`src/rtl/mrv1_retire_if.sv`:
```
// Completion, queue-head, flush and retire signals of the retirement unit.
// The slave side belongs to the retire block; the master side drives it.
interface mrv1_retire_if #(
    parameter int NUM_THREADS_P = 8,
    parameter int ITAG_WIDTH_P  = 3,
    parameter int NUM_WB_P      = 2
);
    localparam int TID_WIDTH_LP = $clog2(NUM_THREADS_P);

    logic [NUM_WB_P-1:0]                          wb_vld_i;
    logic [NUM_WB_P-1:0][TID_WIDTH_LP-1:0]        wb_tid_i;
    logic [NUM_WB_P-1:0][ITAG_WIDTH_P-1:0]        wb_itag_i;
    logic [NUM_THREADS_P-1:0]                     iq_retire_rdy_i;
    logic [NUM_THREADS_P-1:0][ITAG_WIDTH_P-1:0]   iq_retire_itag_i;
    logic                                         flush_vld_i;
    logic [TID_WIDTH_LP-1:0]                      flush_tid_i;
    logic                                         retire_vld_o;
    logic [TID_WIDTH_LP-1:0]                      retire_tid_o;
    logic [NUM_THREADS_P-1:0][ITAG_WIDTH_P-1:0]   retire_cnt_o;
    logic [31:0]                                  retire_total_o;

    modport slave (
        input  wb_vld_i, wb_tid_i, wb_itag_i,
        input  iq_retire_rdy_i, iq_retire_itag_i,
        input  flush_vld_i, flush_tid_i,
        output retire_vld_o, retire_tid_o, retire_cnt_o, retire_total_o
    );

    modport master (
        output wb_vld_i, wb_tid_i, wb_itag_i,
        output iq_retire_rdy_i, iq_retire_itag_i,
        output flush_vld_i, flush_tid_i,
        input  retire_vld_o, retire_tid_o, retire_cnt_o, retire_total_o
    );
endinterface

```
`src/rtl/mrv1_retire.sv`:
```
// In-order retirement: per-thread completion tracking, contiguous run detection
// from each queue head, and a round-robin pick of one thread per cycle.

// One thread's done row, its run length from the head and its eligibility.
module mrv1_retire_lane #(
    parameter int ITAG_WIDTH_P = 3,
    parameter int MAX_RETIRE_P = 2
) (
    input  logic                           clk_i,
    input  logic                           rst_i,
    input  logic [(1<<ITAG_WIDTH_P)-1:0]   set_i,
    input  logic                           flush_i,
    input  logic                           grant_i,
    input  logic                           rdy_i,
    input  logic [ITAG_WIDTH_P-1:0]        head_i,
    output logic [ITAG_WIDTH_P-1:0]        run_len_o,
    output logic                           elig_o
);
    localparam int IQ_SZ_LP = 1 << ITAG_WIDTH_P;

    logic [IQ_SZ_LP-1:0]     done_q;
    logic [IQ_SZ_LP-1:0]     done_d;
    logic [IQ_SZ_LP-1:0]     clr;
    logic [ITAG_WIDTH_P-1:0] idx;
    logic [ITAG_WIDTH_P-1:0] off;
    logic                    stop;

    // Run stops at the first clear bit; the cap keeps it from wrapping onto itself.
    always_comb begin
        run_len_o = '0;
        stop      = 1'b0;
        idx       = '0;
        for (int k = 0; k < MAX_RETIRE_P; k++) begin
            idx = head_i + ITAG_WIDTH_P'(k);
            if (!stop && done_q[idx])
                run_len_o = run_len_o + ITAG_WIDTH_P'(1);
            else
                stop = 1'b1;
        end
    end

    assign elig_o = rdy_i && (run_len_o != '0) && !flush_i;

    always_comb begin
        clr = '0;
        off = '0;
        for (int e = 0; e < IQ_SZ_LP; e++) begin
            off    = ITAG_WIDTH_P'(e) - head_i;
            clr[e] = grant_i && (off < run_len_o);
        end
    end

    // A completion landing on a just-retired tag belongs to the tag's new occupant.
    assign done_d = flush_i ? '0 : ((done_q & ~clr) | set_i);

    always_ff @(posedge clk_i or posedge rst_i) begin
        if (rst_i) done_q <= '0;
        else       done_q <= done_d;
    end
endmodule

module mrv1_retire #(
    parameter int NUM_THREADS_P = 8,
    parameter int ITAG_WIDTH_P  = 3,
    parameter int NUM_WB_P      = 2,
    parameter int MAX_RETIRE_P  = 2
) (
    input logic           clk_i,
    input logic           rst_i,
    mrv1_retire_if.slave  bus
);
    localparam int TID_WIDTH_LP = $clog2(NUM_THREADS_P);
    localparam int IQ_SZ_LP     = 1 << ITAG_WIDTH_P;

    logic [NUM_THREADS_P-1:0][IQ_SZ_LP-1:0]      set_mat;
    logic [NUM_THREADS_P-1:0]                    flush_t;
    logic [NUM_THREADS_P-1:0]                    grant_t;
    logic [NUM_THREADS_P-1:0]                    elig;
    logic [NUM_THREADS_P-1:0][ITAG_WIDTH_P-1:0]  run_len;
    logic [TID_WIDTH_LP-1:0]                     rr_q;
    logic [TID_WIDTH_LP-1:0]                     gnt_tid;
    logic [TID_WIDTH_LP-1:0]                     cand;
    logic                                        gnt_vld;
    logic [31:0]                                 total_q;

    // Duplicate hits from several ports simply OR into the same bit.
    always_comb begin
        set_mat = '0;
        for (int p = 0; p < NUM_WB_P; p++)
            if (bus.wb_vld_i[p])
                set_mat[bus.wb_tid_i[p]][bus.wb_itag_i[p]] = 1'b1;
    end

    always_comb begin
        gnt_vld = 1'b0;
        gnt_tid = rr_q;
        cand    = '0;
        for (int i = 1; i <= NUM_THREADS_P; i++) begin
            cand = TID_WIDTH_LP'((int'(rr_q) + i) % NUM_THREADS_P);
            if (!gnt_vld && elig[cand]) begin
                gnt_vld = 1'b1;
                gnt_tid = cand;
            end
        end
        if (rst_i) gnt_vld = 1'b0;
    end

    genvar t;
    generate
        for (t = 0; t < NUM_THREADS_P; t++) begin : g_lane
            assign flush_t[t] = bus.flush_vld_i && (bus.flush_tid_i == TID_WIDTH_LP'(t));
            assign grant_t[t] = gnt_vld && (gnt_tid == TID_WIDTH_LP'(t));
            assign bus.retire_cnt_o[t] = grant_t[t] ? run_len[t] : '0;

            mrv1_retire_lane #(
                .ITAG_WIDTH_P (ITAG_WIDTH_P),
                .MAX_RETIRE_P (MAX_RETIRE_P)
            ) u_lane (
                .clk_i     (clk_i),
                .rst_i     (rst_i),
                .set_i     (set_mat[t]),
                .flush_i   (flush_t[t]),
                .grant_i   (grant_t[t]),
                .rdy_i     (bus.iq_retire_rdy_i[t]),
                .head_i    (bus.iq_retire_itag_i[t]),
                .run_len_o (run_len[t]),
                .elig_o    (elig[t])
            );
        end
    endgenerate

    // Pointer parks on the last thread so thread 0 is searched first after reset.
    always_ff @(posedge clk_i or posedge rst_i) begin
        if (rst_i) begin
            rr_q    <= TID_WIDTH_LP'(NUM_THREADS_P - 1);
            total_q <= '0;
        end else if (gnt_vld) begin
            rr_q    <= gnt_tid;
            total_q <= total_q + 32'(run_len[gnt_tid]);
        end
    end

    assign bus.retire_vld_o   = gnt_vld;
    assign bus.retire_tid_o   = gnt_vld ? gnt_tid : rr_q;
    assign bus.retire_total_o = total_q;
endmodule

```
`src/flat_wrapper.sv`:
```
// flat-port wrapper written by rule: the top's interface ports become plain ports
module mrv1_retire_flat 
#(
    parameter int NUM_THREADS_P = 8,
    parameter int ITAG_WIDTH_P  = 3,
    parameter int NUM_WB_P      = 2,
    parameter int MAX_RETIRE_P  = 2
)
  (clk_i, rst_i, bus_wb_vld_i, bus_wb_tid_i, bus_wb_itag_i, bus_iq_retire_rdy_i, bus_iq_retire_itag_i, bus_flush_vld_i, bus_flush_tid_i, bus_retire_vld_o, bus_retire_tid_o, bus_retire_cnt_o, bus_retire_total_o);
  mrv1_retire_if #(.NUM_THREADS_P(NUM_THREADS_P), .ITAG_WIDTH_P(ITAG_WIDTH_P), .NUM_WB_P(NUM_WB_P)) bus_i ();
  input logic clk_i;
  input logic rst_i;
  input wire logic [$bits(bus_i.wb_vld_i)-1:0] bus_wb_vld_i;
  input wire logic [$bits(bus_i.wb_tid_i)-1:0] bus_wb_tid_i;
  input wire logic [$bits(bus_i.wb_itag_i)-1:0] bus_wb_itag_i;
  input wire logic [$bits(bus_i.iq_retire_rdy_i)-1:0] bus_iq_retire_rdy_i;
  input wire logic [$bits(bus_i.iq_retire_itag_i)-1:0] bus_iq_retire_itag_i;
  input wire logic [$bits(bus_i.flush_vld_i)-1:0] bus_flush_vld_i;
  input wire logic [$bits(bus_i.flush_tid_i)-1:0] bus_flush_tid_i;
  output wire logic [$bits(bus_i.retire_vld_o)-1:0] bus_retire_vld_o;
  output wire logic [$bits(bus_i.retire_tid_o)-1:0] bus_retire_tid_o;
  output wire logic [$bits(bus_i.retire_cnt_o)-1:0] bus_retire_cnt_o;
  output wire logic [$bits(bus_i.retire_total_o)-1:0] bus_retire_total_o;
  assign bus_i.wb_vld_i = bus_wb_vld_i;
  assign bus_i.wb_tid_i = bus_wb_tid_i;
  assign bus_i.wb_itag_i = bus_wb_itag_i;
  assign bus_i.iq_retire_rdy_i = bus_iq_retire_rdy_i;
  assign bus_i.iq_retire_itag_i = bus_iq_retire_itag_i;
  assign bus_i.flush_vld_i = bus_flush_vld_i;
  assign bus_i.flush_tid_i = bus_flush_tid_i;
  assign bus_retire_vld_o = bus_i.retire_vld_o;
  assign bus_retire_tid_o = bus_i.retire_tid_o;
  assign bus_retire_cnt_o = bus_i.retire_cnt_o;
  assign bus_retire_total_o = bus_i.retire_total_o;
  mrv1_retire #(.NUM_THREADS_P(NUM_THREADS_P), .ITAG_WIDTH_P(ITAG_WIDTH_P), .NUM_WB_P(NUM_WB_P), .MAX_RETIRE_P(MAX_RETIRE_P)) u_core (.clk_i(clk_i), .rst_i(rst_i), .bus(bus_i));
endmodule
```
`config.mk`:
```
export PLATFORM = sky130hd
export DESIGN_NAME = mrv1_retire_flat
export DESIGN_NICKNAME = d
export VERILOG_FILES = /design/src/rtl/mrv1_retire_if.sv /design/src/rtl/mrv1_retire.sv /design/src/flat_wrapper.sv
export SDC_FILE = /design/constraint.sdc
export NUM_CORES = 1
export LEC_CHECK = 0
export CORE_ASPECT_RATIO = 1.5
export CORE_UTILIZATION = 33
export DETAILED_ROUTE_END_ITERATION = 7
export GPL_TIMING_DRIVEN = 0
export SYNTH_ARGS = -nofsm -noshare
export SYNTH_HDL_FRONTEND = slang
export SYNTH_SLANG_ARGS = --single-unit
```
`constraint.sdc`:
```
create_clock -name clk_i -period 9.3 [get_ports clk_i]
set_input_delay 1.395 -clock clk_i [delete_from_list [all_inputs] [get_ports clk_i]]
set_output_delay 1.395 -clock clk_i [all_outputs]
set_load 0.05 [all_outputs]
```
; Yosys cells after proc, flatten, opt, wreduce, memory -nomap -nowiden
; Index checks and enable logic that the tools add are counted.
[totals]
ff_bits = 99
in_bits = 52
output_inout_bits = 60
elab_cells = 485
[classes]
addsub = 89
n_lt_le_gt_ge = 97
eq_ne = 14
muxes = 110
n_bitwise = 25
n_reduce_logical = 140
[ops]
columns = op, n
row1 = < comparator 3 bit, 64
row2 = two-way mux 64 bit, 2
row3 = "< comparator 3 x 4 -> 1 bit, second input constant", 29
row4 = logical AND 1 bit, 115
row5 = "subtractor 3 bit, first input constant", 32
row6 = two-way mux 8 bit, 10
row7 = binary-select mux 1 bit (select 3 bit), 24
row8 = AND 8 bit, 8
row9 = NOT 8 bit, 8
row10 = bitwise OR 64 bit, 1
row11 = bitwise OR 8 bit, 8
row12 = demux 8 bit (select 3 bit), 2
row13 = "subtractor 1 x 3 -> 3 bit, first input constant", 16
row14 = "subtractor 2 x 3 -> 3 bit, first input constant", 16
row15 = two-way mux 1 bit, 43
row16 = adder 32 x 3 -> 32 bit, 1
row17 = two-way mux 2 bit, 16
row18 = "adder 3 x 1 -> 3 bit, second input constant", 10
row19 = two-way mux 3 bit, 10
row20 = "== test 3 bit, second input constant", 8
row21 = nonzero test 3 bit, 8
row22 = "adder 1 x 1 -> 2 bit, second input constant", 8
row23 = logical NOT 1 bit, 15
row24 = "adder 3 bit, second input constant", 4
row25 = other kinds (7), 17

; Depth between registers and ports, before layout
[depth]
word_depth = 39
mapped_depth = 24
mapped_depth_nobuf = 19

; Hierarchy
; From an unflattened synthesis, not the netlist that was laid out.
[unflattened]
hier_cells = 1179
area_unflattened_um2 = 10660.2
[by_module_without_submodules]
columns = mod, instances, cells_per_inst, area_per_inst_um2, seq_area_each_um2
row1 = mrv1_retire_lane (u_core.g_lane[1].u_lane ...), 7, 92, 840.8, 200.2
row2 = mrv1_retire, 1, 460, 4048.9, 879.6
row3 = mrv1_retire_lane (u_core.g_lane[0].u_lane), 1, 75, 725.7, 200.2

; Worst setup path after synthesis
; Ideal clock, no wire load.
[synth_path]
path_kind = input to output
from = input port rst_i
to = output port bus_retire_cnt_o[1]
arrival_time_ns = 5.874
t_required_ns = 7.905
slack_ns = 2.031
path_stages = 6
path_buffers = 1
cell_sequence = inv_1 -> o31ai_2 -> inv_2 -> buf_2 -> o21ai_1 -> nor3_1
[synth_between]
elab_chain_len = 3
[synth_lines]
columns = element, line
row1 = from (decl), flat_wrapper.sv:12  ; input logic rst_i;
row2 = two-way mux 1 bit, mrv1_retire.sv:105  ; if (rst_i) gnt_vld = 1'b0;
row3 = named net bus_retire_vld_o, flat_wrapper.sv:20  ; output wire logic [$bits(bus_i.retire_vld_o)-1:0] bus_retire_vld_o;
row4 = logical AND 1 bit, mrv1_retire.sv:112  ; assign grant_t[t] = gnt_vld && (gnt_tid == TID_WIDTH_LP'(t));
row5 = two-way mux 2 bit, mrv1_retire.sv:113  ; assign bus.retire_cnt_o[t] = grant_t[t] ? run_len[t] : '0;
row6 = to (decl), flat_wrapper.sv:22  ; output wire logic [$bits(bus_i.retire_cnt_o)-1:0] bus_retire_cnt_o;
; The timed path passes the listed nets, and every way through them passes these cells.

; Worst setup path after layout
[layout_path]
from = register u_core.rr_q[0]
to = output port bus_retire_cnt_o[6]
[layout_between]
elab_chain_len = 28
elab_cells_between_ends = 58
classes_between = add/sub (8) / eq/ne (1) / mux (34) / reduce/logical (15)
[layout_lines]
columns = element, line
row1 = from (decl), mrv1_retire.sv:80  ; logic [TID_WIDTH_LP-1:0] rr_q;
row2 = from (signal assigned), mrv1_retire.sv:135  ; rr_q <= TID_WIDTH_LP'(NUM_THREADS_P - 1);
row3 = from (signal assigned), mrv1_retire.sv:138  ; rr_q <= gnt_tid;
row4 = adder 3 x 1 -> 3 bit, mrv1_retire.sv:99  ; cand = TID_WIDTH_LP'((int'(rr_q) + i) % NUM_THREADS_P);
row5 = binary-select mux 1 bit (select 3 bit), mrv1_retire.sv:100  ; if (!gnt_vld && elig[cand]) begin
row6 = two-way mux 1 bit (not written as such), mrv1_retire.sv:100
row7 = two-way mux 1 bit, mrv1_retire.sv:100
row8 = logical NOT 1 bit, mrv1_retire.sv:100
row9 = logical AND 1 bit, mrv1_retire.sv:100
row10 = two-way mux 1 bit, mrv1_retire.sv:100
row11 = logical NOT 1 bit, mrv1_retire.sv:100
row12 = [... 12 more ...], n/a
row13 = logical AND 1 bit, mrv1_retire.sv:100
row14 = two-way mux 1 bit, mrv1_retire.sv:100
row15 = logical NOT 1 bit, mrv1_retire.sv:100
row16 = logical AND 1 bit, mrv1_retire.sv:100
row17 = two-way mux 3 bit or two-way mux 1 bit (tied branches), mrv1_retire.sv:100
row18 = == test 3 x 2 -> 1 bit or two-way mux 1 bit (tied branches), "mrv1_retire.sv:112, mrv1_retire.sv:105"
row19 = logical AND 1 bit *, mrv1_retire.sv:112
row20 = two-way mux 2 bit *, mrv1_retire.sv:113
; Mark *: on every way between the ends. The rest lies on a longest branch, timed or not. The select of a mux whose other input is x is not followed.

==> metrics <==
row count 75; worst slew pin tran 1295 ps; GP Congestion 0.9659; Synth warnings 0; crit path DAT 7000 ps; most numerous cell on the critical path clkbuf_1; sequential share of the synthesized area 26.03%; commonest non-fill, non-tap cells in the layout 96 x dfrtp_1, 89 x clkdlybuf4s50_1, 74 x nor2_1; final setup margin 902.5 ps; slack of the worst reg-to-reg path 1720 ps; die height 210.2 um; CTS tree yes; Antenna Nets Post-Route 0; DP HPWL 26.16 mm; synthesis-to-finish area growth 17.78%; Final Setup Violations 0; clock insertion delay at the later pin of the skew report 370 ps; DR WL/cell 21.25 um; vias in the first global route 9265; status finished, final reports clean; worst reg2reg path startpoint u_core.rr_q[0]; R2R depth 24; gr usage total 22.66%; Initial Util 33.86%; crit start category flop; core area 28150 um2; first-pass GRT wire length 51.38 mm; Yosys reg bits 99; hold bufs inserted after CTS 0; root buf cell clkbuf_16; relative slew slack 12.73%; Post-Syn Area 9533 um2; maximum vdd ir drop 0.2388 mV; Setup Skew 12.66 ps; Max Fclk 119.1 MHz; Power, Total 3.822 mW; Slew Viols, Final 0; Residual DRC 0; RSZ-0062 raised after global routing false; hold wc startpoint u_core.bus.retire_total_o[31]; Setup Buffers After CTS 0; CTS buffer count 9; max_cap viols 0; Synth area leaders dfrtp_1 25%, mux4_2 7.1%, ha_1 6.8%; number of unique standard cell types used by synthesis 88; initial antenna violation count 0; # diodes 0; vias post-DR 9269; Crit-path slowest cell clkdlybuf4s50_1; CP endpoint kind output port; commonest non-fill, non-tap cell in the layout dfrtp_1; layout cells sized above 1 11.39%; Max Buffers Root-to-Sink 2; # clock sinks 99; Worst-path clk slew 80 ps; CP Max Fanout 10; minimum clock period 8398 ps; final WL 32.92 mm; final setup TNS 0 ps; Post-synth EDFFs 0; pre-CTS WS 1122 ps; PostCTS Resize Cnt 0; biggest area consumer among synthesized cells dfrtp_1; LEAKAGE 4.476 nW; DR pass1 iterations 5; die area 29590 um2; Post-synth ARST share 100.0%; worst min-delay path class flop to flop; # nets final 1303; slowest stage delay, CP 870 ps; port buffer count 89; Synth Instances 1090; Synth top area share 25.20%; vias per inst 5.984; R2R Path End u_core.bus.retire_total_o[27]; Worst Path Required 7910 ps; top_reg_cell synth dfrtp_1; Die Width 140.8 um; total grt overflow 0; PwrDens 340.4 nW/um2; DR iter-0 viols 669; top-level I/O count 112; largest net degree at the start of global routing 54; Tcrit/Tclk final 90.30%; Mapped Avg Cell Area 8.746 um2; final count of hold timing violations 0; WS Path Type flop to output port; Max H-tree Level 3; hold path cells 1; Hold Crit Endpoint u_core.bus.retire_total_o[31]; Cell Chain, Critical Path clkbuf_1 -> clkinv_1 -> clkbuf_1 -> ha_1 -> clkbuf_1 -> inv_1 -> clkbuf_1 -> o2111ai_1 -> nand3_1 -> and4_1 -> clkbuf_1 -> o21ai_0 -> a211o_1 -> a31oi_2 -> nand3_1 -> buf_2 -> nor3_1 -> clkdlybuf4s50_1
state kept, by name (all words and copies together), names as in the netlist:
name / cells
u_core.rr_q: 3
u_core.g_lane.u_lane.done_q: 64
u_core.bus.retire_total_o: 32
cells by family (layout without fill, tap and decap cells):
family	Yosys count	after routing	share of synthesized area, %
buffers and inverters	124	230	5.670
XOR/XNOR	56	56	5.145
AND/OR/NAND/NOR	353	353	20.02
AO/OA/AOI/OAI	319	319	22.86
other	1	8	0.03934
multiplexers	85	85	13.20
flip-flops	99	99	26.03
adder cells (fa/ha/maj)	53	53	7.035
power breakdown:
group,switching [mW],internal (mW)
logic,1.80,0.936
registers,0.110,0.562
clock network,0.178,0.231
cell usage after synthesis, types with 26 or more instances:
| cell | n |
|---|---|
| o22ai_1 | 59 |
| mux2i_1 | 38 |
| a31oi_1 | 26 |
| mux4_2 | 30 |
| ha_1 | 52 |
| nor2_1 | 74 |
| clkbuf_1 | 39 |
| xnor2_1 | 36 |
| nor3_1 | 26 |
| o21ai_0 | 50 |
| nand2_1 | 72 |
| inv_1 | 51 |
| nand3_1 | 44 |
| dfrtp_1 | 96 |
| a21oi_1 | 57 |
per-stage QoR:
step,hold WS [ps],area (um2),utilization (%),std cells
after floorplan,514.6,9559,-,1097
after global placement,467.3,10880,38.66,1532
after detailed placement,459.1,10910,38.76,1533
after CTS,478.4,11230,39.88,1549
after global routing,492.8,11230,39.88,1549
final,473.4,11230,39.88,1549
layout make-up:
type / count / area (um2)
clock buffers: 13 / 270.3
clock inverters: 3 / 45.04
well taps: 346 / 432.9
fillers: 2873 / 16920
multi-input cells: 874 / 6538
flip-flops and latches: 99 / 2481
inverters: 53 / 201.4
plain buffers: 71 / 341.6
repair buffers: 90 / 918.4
critical path: cells and delay by family, from the launching register on:
kind,cells,cell delay [ps]
buffers and inverters,9,3520
AO/OA/AOI/OAI,4,1200
AND/OR/NAND/NOR,4,1010
flip-flops,1,540
adder cells (fa/ha/maj),1,360
how the worst max path moves through the flow:
| stage | startpoint | endpoint | cells past startpoint |
|---|---|---|---|
| after floorplan | rst_i | bus_retire_cnt_o[1] | 6 |
| after global placement | rst_i | bus_retire_cnt_o[1] | 8 |
| after detailed placement | bus_iq_retire_itag_i[7] | bus_retire_cnt_o[13] | 15 |
| after CTS | u_core.rr_q[0] | bus_retire_cnt_o[6] | 18 |
| after global routing | u_core.rr_q[0] | bus_retire_cnt_o[6] | 18 |
| final | u_core.rr_q[0] | bus_retire_cnt_o[6] | 18 |
metal layers:
metal  GRT usage, %  vias to the layer above  part of all wire [%]  wire, um
met5              0                        -                     0         0
met4          13.23                        0                   5.6      1830
met3          3.975                      103                   7.5      2461
met2          40.33                      416                    49     16290
met1          25.20                     4451                    37     12340
li1               -                     4299                     -         -
Power figures use the tool's default switching activity.
==> edit 1: new RTL, same flow settings <==
`MAX_RETIRE_P` is set to 2 in 3 places; all go to 4.
--- a/src/rtl/mrv1_retire.sv
+++ b/src/rtl/mrv1_retire.sv
@@ -5,5 +5,5 @@
 module mrv1_retire_lane #(
     parameter int ITAG_WIDTH_P = 3,
-    parameter int MAX_RETIRE_P = 2
+    parameter int MAX_RETIRE_P = 4
 ) (
     input  logic                           clk_i,
@@ -64,5 +64,5 @@
     parameter int ITAG_WIDTH_P  = 3,
     parameter int NUM_WB_P      = 2,
-    parameter int MAX_RETIRE_P  = 2
+    parameter int MAX_RETIRE_P  = 4
 ) (
     input logic           clk_i,
--- a/src/flat_wrapper.sv
+++ b/src/flat_wrapper.sv
@@ -5,5 +5,5 @@
     parameter int ITAG_WIDTH_P  = 3,
     parameter int NUM_WB_P      = 2,
-    parameter int MAX_RETIRE_P  = 2
+    parameter int MAX_RETIRE_P  = 4
 )
   (clk_i, rst_i, bus_wb_vld_i, bus_wb_tid_i, bus_wb_itag_i, bus_iq_retire_rdy_i, bus_iq_retire_itag_i, bus_flush_vld_i, bus_flush_tid_i, bus_retire_vld_o, bus_retire_tid_o, bus_retire_cnt_o, bus_retire_total_o);
Function: changed (Yosys sat finds a counterexample within 4 cycles, from zero or initial values and one cycle with rst_i high).
==> edit 1 against the original RTL <==
- power grew 20%
- combinational power grew 22%
- sequential cell count is the same
- area after synthesis grew 26%
- first-iteration DRC count grew 47%
- fmax shrank 1.2%
- wire length grew 25%
- worst setup slack lost 0.098 ns
- design area grew 25%
==> edit 1: results <==
[clock_tree]
ctsResizeCount = 0
cts_root_buffer = clkbuf_16
h-tree-depth = 3
clkTransAtPathRegs_ns = 0.06
cts_buffers = 9
cts_max_path_buffers = 2
cts_setup_buffers = 0
clock_latency_ns = 0.38

[pwr]
leakagePower_nw = 5.81
max-vdd-ir-drop_mv = 0.365

[finish]
registers.top_by_ff_count = u_core.g_lane.u_lane.done_q
largest_register_ffs = 64
fin_nets = 1626
drive_gt1_share_pct = 11.6
fillers = 3571

[synthesis]
synth-async-reset-ratio_pct = 100
yosys.cell_types.count = 85
yosys-top-cells-count = ha_1 (125), nand2_1 (108), dfrtp_1 (96)
seq_area_frac_synth_pct = 20.7
yosys-top-cells-area = dfrtp_1 (20%), ha_1 (13%), mux4_2 (11%)
ys_warn_count = 0
synth_nets = 1507

[outcome]
outcome = finished, final reports clean

[grt]
antenna_found_initial = 1
groute.usage.overall_pct = 22.6
grt_max_degree = 56
grt_pass1_wl_um = 63600
grt_pass1_vias = 11200

[setup_path]
reg2reg_depth = 24
r2r_slack_ns = 2.48
regToRegEndpoint = u_core.bus.retire_total_o[26]
crit_fanout = 10
cpPeakStageDelay_ns = 0.82
r2r-start = u_core.rr_q[0]
worstPathArrival_ns = 7.10
crit_slowest_cell = clkdlybuf4s50_1
critPathLaunch = bus_iq_retire_itag_i[17]
crit_path_end = bus_retire_cnt_o[0]
crit_family = buffers and inverters

[sta]
finalSetupViolCount = 0
worstMarginPinSlew_ns = 1.30
clock_skew_ns = 0.0121

[routing]
drt_first_pass_iters = 7
num_vias = 11500
drt_iter0_drc = 984
wirelength_um = 41200

[placement]
port_buffers = 107
hpwlAfterDp_um = 33200
gp_congestion = 0.954

[min_path]
hp-class = flip-flop to flip-flop
## edit 1: power by group
group | internal [mW] | switching, mW
registers | 0.579 | 0.190
clock network | 0.285 | 0.185
logic | 1.24 | 2.11
total | 2.10 | 2.49
## edit 1: layer usage
metal  up-vias  wire length (µm)  global-route usage [%]  share of wire [%]
li1       5340                 -                       -                  -
met1      5623             15900                    26.1                 39
met2       456             20000                    37.9                 49
met3       117              2260                    3.04                5.5
met4         0              2970                    16.0                7.2
met5         -                 0                       0                  0
## edit 1: area by class of cell
class | instances | area (µm²) | share of cell area [%]
timing repair buffer | 108 | 1100 | 7.83
inverter | 90 | 340 | 2.42
clock buffer | 12 | 267 | 1.90
tap | 478 | 598 | 4.26
clock inverter | 4 | 95.1 | 0.677
multi-input combinational | 1082 | 8850 | 63.1
antenna | 1 | 2.50 | 0.0178
sequential | 99 | 2480 | 17.7
buffer | 58 | 303 | 2.16
## edit 1: cells by family after synthesis
group	count (synthesis)	synth area share (%)
xor gates and xnor gates	51	3.73
adders and majority gates	126	13.2
DFF	99	20.7
and+or+nand+nor	394	17.9
buffers and inverters	148	5.35
AOI/OAI and AO/OA	386	22.0
muxes	125	17.1
## edit 1: worst reg2reg max path, cell delays in order (launching register included)
cell and delay [ns]:
dfstp_2 0.55, clkinv_1 0.26, buf_1 0.37, ha_1 0.47, clkbuf_1 0.41, clkbuf_1 0.49, o2111ai_1 0.32, and4_1 0.26
clkbuf_1 0.20, a22o_1 0.25, a32oi_1 0.40, o21a_1 0.16, buf_2 0.28, buf_2 0.31, mux4_2 0.26, ha_1 0.17
inv_1 0.05, fa_1 0.40, inv_1 0.07, a21oi_1 0.08, or3_1 0.30, buf_4 0.18, nor2_4 0.19, nand4_1 0.13
xnor2_1 0.14
## edit 1: worst min path at each step
stage / from / slack (ns) / to / cells after the start
global placement: u_core.bus.retire_total_o[31] / 0.47 / u_core.bus.retire_total_o[31] / 1
finish: u_core.bus.retire_total_o[31] / 0.48 / u_core.bus.retire_total_o[31] / 1
CTS: u_core.bus.retire_total_o[31] / 0.48 / u_core.bus.retire_total_o[31] / 1
global route: u_core.bus.retire_total_o[31] / 0.49 / u_core.bus.retire_total_o[31] / 1
detailed placement: u_core.bus.retire_total_o[31] / 0.47 / u_core.bus.retire_total_o[31] / 1
floorplan: u_core.g_lane[5].u_lane.done_q[6] / 0.54 / u_core.g_lane[5].u_lane.done_q[6] / 2
## edit 1: through the flow
step	util [%]	setup WS, ns	std cells	cell area (µm²)	hold WS (ns)
final	39.2	0.805	1932	14000	0.476
after global routing	39.2	0.593	1932	14000	0.493
after CTS	39.2	0.917	1931	14000	0.482
after detailed placement	38.1	0.954	1915	13700	0.473
after global placement	38.1	0.953	1914	13600	0.471
after floorplan	-	2.26	1329	12000	0.537
==> edit 2: new RTL, same settings <==
Made on the original files. Make the reset (`rst_i`) synchronous in 2 clocked blocks.
--- a/src/rtl/mrv1_retire.sv
+++ b/src/rtl/mrv1_retire.sv
@@ -54,5 +54,5 @@
     assign done_d = flush_i ? '0 : ((done_q & ~clr) | set_i);
 
-    always_ff @(posedge clk_i or posedge rst_i) begin
+    always_ff @(posedge clk_i) begin
         if (rst_i) done_q <= '0;
         else       done_q <= done_d;
@@ -131,5 +131,5 @@
 
     // Pointer parks on the last thread so thread 0 is searched first after reset.
-    always_ff @(posedge clk_i or posedge rst_i) begin
+    always_ff @(posedge clk_i) begin
         if (rst_i) begin
             rr_q    <= TID_WIDTH_LP'(NUM_THREADS_P - 1);
Behaviour: not the same (Yosys sat finds a counterexample within 4 cycles, from zero or initial values and one cycle with rst_i high; the reset may be asserted at any time).
==> edit 2 against the original RTL <==
- worst setup slack better by 0.099 ns
- sequential power down 33%
- sequential cell count unchanged
- via count down 0.61%
- highest routed layer unchanged
- design area down 4.8%
- non-clock buffer count up 1
- wire length down 3.7%
- critical endpoint is now bus_retire_cnt_o[12]
- worst hold slack better by 0.012 ns
- global-route usage up 0.052 points
- area after synthesis down 4.6%
- count of clock-buffer cells in the layout down 4
- clock power down 5.9%
- core utilization down 0.46 points
- power down 30%
==> edit 2: results <==
[synthesis]
syn_inst = 1106
yosys-top-cells-count = dfxtp_1 (99), nor2_1 (88), a21oi_1 (72)
synth_area_um2 = 9090
synth-async-reset-ratio_pct = 0
yosys.cell_types.count = 89
synth_ff_type = dfxtp_1
seq_area_frac_synth_pct = 21.8
ys_warn_count = 0
yosys-top-cells-area = dfxtp_1 (22%), ha_1 (7.2%), mux4_2 (6.7%)

[finish]
fillers = 2785
fin_nets = 1315
drive_gt1_share_pct = 12.0

[routing]
wire_per_inst_um = 20.4
drt_first_pass_iters = 7
ant_nets = 0
vias_per_cell = 5.92
wirelength_um = 31700
drt_iter0_drc = 586

[grt]
grt_pass1_vias = 8883
groute.usage.overall_pct = 22.7
grt_use_met1_pct = 25.3
met2_usage_pct = 39.3
grt_max_degree = 19
antenna_found_initial = 0
use_met3_pct = 2.83
grt_pass1_wl_um = 48300

[pwr]
p_int_mw = 1.20
max-vdd-ir-drop_mv = 0.177
leakagePower_nw = 3.78

[setup_path]
worstPathArrival_ns = 6.90
crit_slowest_cell = clkdlybuf4s50_1
r2r-start = u_core.rr_q[1]
cpPeakStageDelay_ns = 0.90
crit_family = simple AND/OR/NAND/NOR gates
critPathLaunch = bus_flush_tid_i[1]

[placement]
gp_congestion = 1.00
post_dp_cell_area_um2 = 10400
port_buffers = 86
hpwlAfterDp_um = 25000
pre_cts_ws_ns = 1.13
dp_cells = 1541

[min_path]
hold_depth = 2
hold_start = u_core.bus.retire_total_o[31]
hp-class = flip-flop to flip-flop

[clock_tree]
clkTransAtPathRegs_ns = 0.07
ctsResizeCount = 0
clock_latency_ns = 0.38

[outcome]
outcome = finished, final reports clean

[sta]
clock_skew_ns = 0.0159
worstMarginPinSlew_ns = 1.03
==> edit 2: per-layer routing <==
layer | routed length (µm) | up-vias
met5 | 0 | -
met4 | 2110 | 0
met1 | 12200 | 4331
met2 | 15500 | 393
li1 | - | 4372
met3 | 1920 | 116
==> edit 2: cells by family (layout without fill, tap and decap cells) <==
kind of cell,count (synthesis),in the layout,synth area share [%]
AO/OA/AOI/OAI,334,334,25.3
XOR/XNOR,48,48,4.62
adder cells (fa/ha/maj),53,53,7.38
buffers and inverters,120,222,6.17
flip-flops,99,99,21.8
multiplexers,81,81,12.9
other,1,8,0.0412
AND/OR/NAND/NOR,370,370,21.8
==> edit 2: area by class of cell <==
class	count	area [µm²]	share of cell area [%]
tap	342	428	4.00
inverter	44	165	1.54
timing repair buffer	86	861	8.05
multi-input combinational	894	6580	61.5
sequential	99	1980	18.5
clock inverter	7	62.6	0.585
clock buffer	9	225	2.11
buffer	76	395	3.70
==> edit 2: power by group through the flow <==
stage / Sequential, mW / Combinational (mW) / Clock [mW]
5_1_grt: 0.455 / 1.94 / 0.409
4_1_cts: 0.453 / 1.81 / 0.393
3_5_place_dp: 0.463 / 1.80 / 0
6_report: 0.453 / 1.83 / 0.385
2_1_floorplan: 0.474 / 1.26 / 0
3_3_place_gp: 0.463 / 1.80 / 0
==> edit 2: worst paths after layout <==
path / to / slack (ns)
max: bus_retire_cnt_o[12] / 1.00
min: u_core.bus.retire_total_o[31] / 0.49
max reg2reg: u_core.bus.retire_total_o[27] / 1.66
min reg2reg: u_core.bus.retire_total_o[31] / 0.49
==> edit 2: worst reg2reg max path, stage by stage, from the launching register on <==
cell	delay, ns
dfxtp_1	0.42
clkbuf_1	0.33
inv_2	0.18
buf_1	0.34
ha_1	0.43
clkbuf_1	0.38
clkbuf_1	0.46
o22ai_1	0.21
mux4_2	0.59
nand2b_1	0.18
a211oi_1	0.42
o32a_2	0.36
buf_1	0.51
nor2_1	0.11
nor4_1	0.53
a211oi_1	0.22
ha_1	0.34
a21oi_1	0.06
nor2b_1	0.15
nand2_1	0.10
nor3_2	0.33
nand3_1	0.20
buf_2	0.22
or3_1	0.35
a21oi_1	0.14
